**src/rtl/fsm3_pkg.sv**
```systemverilog
// Shared types and constants for the 3-cycle pulse detector.
package fsm3_pkg;

  localparam int unsigned CNT_W_DEFAULT = 8;

  typedef enum logic [2:0] {
    IDLE = 3'd0,
    H1   = 3'd1,
    H2   = 3'd2,
    H3   = 3'd3,
    LONG = 3'd4
  } state_t;

endpackage

```
**src/rtl/sat_counter.sv**
```systemverilog
// Saturating up-counter with synchronous clear; clear wins over increment.
module sat_counter #(
  parameter int unsigned width = 8
) (
  input  logic             clk,
  input  logic             rst_n,
  input  logic             inc,
  input  logic             clr,
  output logic [width-1:0] value
);

  always_ff @(posedge clk or negedge rst_n) begin
    if (!rst_n) begin
      value <= '0;
    end else if (clr) begin
      value <= '0;
    end else if (inc && (value != {width{1'b1}})) begin
      value <= value + width'(1);
    end
  end

endmodule

```
**src/rtl/fsm3cycles_detect.sv**
```systemverilog
// Classifies high runs on x: exactly 3 cycles -> det, 1-2 -> err_short, 4+ -> err_long.
module fsm3cycles_detect
  import fsm3_pkg::*;
#(
  parameter int unsigned CNT_W = CNT_W_DEFAULT
) (
  input  logic             clk,
  input  logic             rst,
  input  logic             x,
  input  logic             clr,
  output logic             det,
  output logic             err_short,
  output logic             err_long,
  output logic [CNT_W-1:0] det_cnt,
  output logic [CNT_W-1:0] err_cnt
);

  state_t state;
  state_t state_nxt;
  logic   det_nxt;
  logic   short_nxt;
  logic   long_nxt;
  logic   err_inc;

  // Next state plus the strobe that the falling edge of a run will register.
  always_comb begin
    state_nxt = IDLE;
    det_nxt   = 1'b0;
    short_nxt = 1'b0;
    long_nxt  = 1'b0;
    unique case (state)
      IDLE: if (x) state_nxt = H1;
      H1:   if (x) state_nxt = H2;   else short_nxt = 1'b1;
      H2:   if (x) state_nxt = H3;   else short_nxt = 1'b1;
      H3:   if (x) state_nxt = LONG; else det_nxt   = 1'b1;
      LONG: if (x) state_nxt = LONG; else long_nxt  = 1'b1;
      default: state_nxt = IDLE;
    endcase
  end

  always_ff @(posedge clk or negedge rst) begin
    if (!rst) begin
      state     <= IDLE;
      det       <= 1'b0;
      err_short <= 1'b0;
      err_long  <= 1'b0;
    end else begin
      state     <= state_nxt;
      det       <= det_nxt;
      err_short <= short_nxt;
      err_long  <= long_nxt;
    end
  end

  assign err_inc = short_nxt | long_nxt;

  sat_counter #(.width(CNT_W)) u_det_cnt (
    .clk   (clk),
    .rst_n (rst),
    .inc   (det_nxt),
    .clr   (clr),
    .value (det_cnt)
  );

  sat_counter #(.width(CNT_W)) u_err_cnt (
    .clk   (clk),
    .rst_n (rst),
    .inc   (err_inc),
    .clr   (clr),
    .value (err_cnt)
  );

endmodule

```
**config.mk**
```make
export PLATFORM = sky130hd
export DESIGN_NAME = fsm3cycles_detect
export DESIGN_NICKNAME = d
export VERILOG_FILES = /design/src/rtl/fsm3_pkg.sv /design/src/rtl/sat_counter.sv /design/src/rtl/fsm3cycles_detect.sv
export SDC_FILE = /design/constraint.sdc
export NUM_CORES = 1
export LEC_CHECK = 0
export ABC_CLOCK_PERIOD_IN_PS = 1600
export CORE_ASPECT_RATIO = 0.5
export CORE_MARGIN = 2
export CORE_UTILIZATION = 35
export CTS_CLUSTER_DIAMETER = 120
export DETAILED_ROUTE_END_ITERATION = 8
export SLEW_MARGIN = 0
export SYNTH_ARGS = -nofsm -noshare
export SYNTH_HDL_FRONTEND = slang
export SYNTH_SLANG_ARGS = --single-unit
```
**constraint.sdc**
```tcl
create_clock -name clk -period 1.6 [get_ports clk]
set_input_delay 0.48 -clock clk [delete_from_list [all_inputs] [get_ports clk]]
set_output_delay 0.48 -clock clk [all_outputs]
set_load 0.1 [all_outputs]
```
==> run summary <==
- routed length on met2: 1420 microns
- peak supply drop: 0.000493 V
- GRT Overall Usage: 0.159
- Synthesized Nets: 121
- Max Fanout on Critical Path: 3
- mean instance size in the synthesized netlist: 10.3 sq um
- highest metal layer used by the detailed router: met4
- synthesis warning total: 0
- clock tree from TritonCTS: done
- kind of critical path: flop to flop
- wire length after detailed routing: 2860 microns
- required time reported for the critical path endpoint: 1.79 ns
- number of filler cells placed in the layout: 260
- Final GP Congestion: 0.843
- most frequent cells in the layout: buf_4, buf_12, nor2_1
- overall die area: 0.00390 sq mm
- iteration count of the initial detailed-routing pass: 4
- area of the core: 0.00312 sq mm
- delay contributed by the slowest stage of the critical path: 0.51 ns
- cell at the root of the clock tree: clkbuf_8
- global route total overflow: 0
- CTS clock-pin slew for the worst setup and hold paths: 0.08 ns
- fin util: 0.634
- worst path cell trace: ha_4 -> nand3_4 -> o2111ai_4 -> or4_4 -> a21oi_2
- power per cell area: 669 mW/mm^2
- RSZ-0062 raised after global routing: true
- Worst Tran Pin Value: 0.310 ns
- average via count per standard cell: 5.20
- post-layout minimum cycle time: 1.59 ns
- metal1 wirelength: 1280 microns
- nets@finish: 167
- maximum clock path buffer count: 2
- FF+latch area: 602 sq um
- site row count: 14
- initial antenna violation count: 0
- Mapped Cells: 115
- final setup skew: 0.00346 ns
- Area growth syn-to-layout: 66.4%
- number of buffers inserted during clock tree synthesis: 3
- top achievable clock speed: 0.629 GHz
- post-synthesis cell type count: 40
- chip height: 45.2 microns
- vias in the first global route: 994
- DRC violations left: 0
- post-route antenna net violation count: 0
- number of clock sinks: 22
- post-route clock period utilization: 0.993
- type of destination of the critical path: flop
- flops & latches, synth: 22
- Setup TNS Final: 0 ns
- total of max-cap violations: 0
- number of buffers and inverters on the critical path: 0
- count of inserted antenna diode cells: 0
- port buffer count: 22
- total area of multi-input combinational cells: 664 sq um
- static leakage: 0.773 nW
- share of the yosys chip area belonging to registers: 0.464
- H-tree depth reported by CTS: 1
- wire length of the first global-routing pass: 4720 microns
- starting density of the core: 0.381
- path category of the worst min-delay check: input pin to async pin
- family with the most delay on the worst path: simple AND/OR/NAND/NOR gates
- share of cells above drive strength 1: 0.513
- final worst setup slack: 0.0104 ns
- Max-slew headroom: 0.793
- setup violation total in the final timing report: 0
- met3 WL post-DR: 147 microns
- Post-Place Worst Slack: -0.506 ns
- netlist area before placement: 0.00119 sq mm
- max-slew violation total from the final report: 0
- pin count of the biggest net entering global routing: 23
- most common cell after layout, fill and taps aside: buf_4
- Wirelength per Cell: 14.3 microns
- total count of hold-check failures in the final report: 0
- total number of vias: 1,039
- Worst path slowest cell: or4_4
- Pwr Total: 1.32 mW
- I/O pin cnt: 23
- Chip Width: 86.4 microns
- DP HPWL: 2030 microns
- DRT iter0 DRCs: 39
- crit path launch type: flop
- data arrival at the endpoint of the critical path: 1.78 ns
- clk_lat worst skew: 0.27 ns
- run status: completed
where the power goes:
part / switching [mW] / internal, mW
clock network: 0.186 / 0.220
registers: 0.0343 / 0.580
logic: 0.176 / 0.125
cell families (layout without fill, tap and decap cells):
kind of cell | count (synthesis) | count (layout) | synth area share
simple gates | 46 | 46 | 0.218
compound gates | 28 | 28 | 0.179
flops | 22 | 22 | 0.464
buf+inv | 9 | 54 | 0.0474
xor+xnor | 4 | 4 | 0.0358
mux | 4 | 4 | 0.0348
fa+ha+maj | 2 | 2 | 0.0211
layout make-up:
class | count | share of cell area
tap | 40 | 0.0253
timing repair buffer | 46 | 0.298
multi-input combinational | 84 | 0.336
inverter | 4 | 0.00760
sequential | 22 | 0.305
clock buffer | 4 | 0.0279
path summary, 6_finish.rpt:
| path | startpoint | end | slack (ns) | cells after the start |
|---|---|---|---|---|
| min in group clk | state[2] | state[0] | 0.56 | 1 |
| max reg2reg | u_err_cnt.value[1] | u_err_cnt.value[7] | 0.01 | 5 |
| max in group asynchronous | rst | u_det_cnt.value[5] | 0.79 | 2 |
| min reg2reg | state[2] | state[0] | 0.56 | 1 |
| min | rst | state[2] | 0.56 | 2 |
| max | u_err_cnt.value[1] | u_err_cnt.value[7] | 0.01 | 5 |
through the flow:
stage	hold WS (ns)	instances	cell area [sq um]
floorplan	0.184	115	1270
global route	0.589	200	1980
global placement	0.613	192	1840
finish	0.558	200	1980
CTS	0.561	197	1930
detailed placement	0.623	192	1840
timing repair:
action	CTS	global route
resized for setup	5	10
endpoints found under the setup margin	15	11
hold buffers	0	0
setup buffers	1	3
pin swaps	1	1
Yosys cell counts:
library cell / instances / area [sq um]
a2111o_1: 1 / 11.3
a211oi_1: 1 / 7.51
a21oi_1: 5 / 25.0
a21oi_2: 2 / 17.5
a41oi_1: 1 / 8.76
and2_1: 2 / 12.5
and3_1: 2 / 12.5
and3b_1: 2 / 17.5
and4bb_1: 1 / 12.5
buf_4: 2 / 15.0
buf_6: 2 / 22.5
clkbuf_1: 1 / 3.75
dfrtp_1: 22 / 551
ha_1: 2 / 25.0
inv_1: 4 / 15.0
mux2_1: 1 / 11.3
mux2i_1: 3 / 30.0
nand2_1: 10 / 37.5
nand3_1: 5 / 25.0
nand4_1: 3 / 18.8
nor2_1: 12 / 45.0
nor2b_1: 1 / 6.26
nor3_1: 2 / 10.0
nor3b_1: 1 / 7.51
nor4b_4: 1 / 23.8
o2111ai_2: 1 / 15.0
o211a_1: 1 / 10.0
o211ai_1: 1 / 7.51
o211ai_2: 1 / 12.5
o21ai_0: 6 / 30.0
o21ai_1: 1 / 5.00
o21bai_1: 2 / 15.0
o311a_1: 2 / 20.0
o31ai_1: 2 / 15.0
o31ai_2: 1 / 12.5
or3_1: 2 / 12.5
or4_1: 1 / 7.51
or4b_1: 1 / 10.0
xor2_1: 3 / 26.3
xor2_2: 1 / 16.3
flip-flops by register name (all words and copies together), names as in the netlist:
register / count
u_err_cnt.value: 8
det: 1
err_short: 1
u_det_cnt.value: 8
err_long: 1
state: 3
routing by layer:
metal | vias to the layer above | global-route usage
met3 | 2 | 0.0494
met2 | 28 | 0.255
met1 | 499 | 0.208
met5 | - | 0
met4 | 0 | 0.0531
li1 | 510 | -
Power figures use the tool's default switching activity.
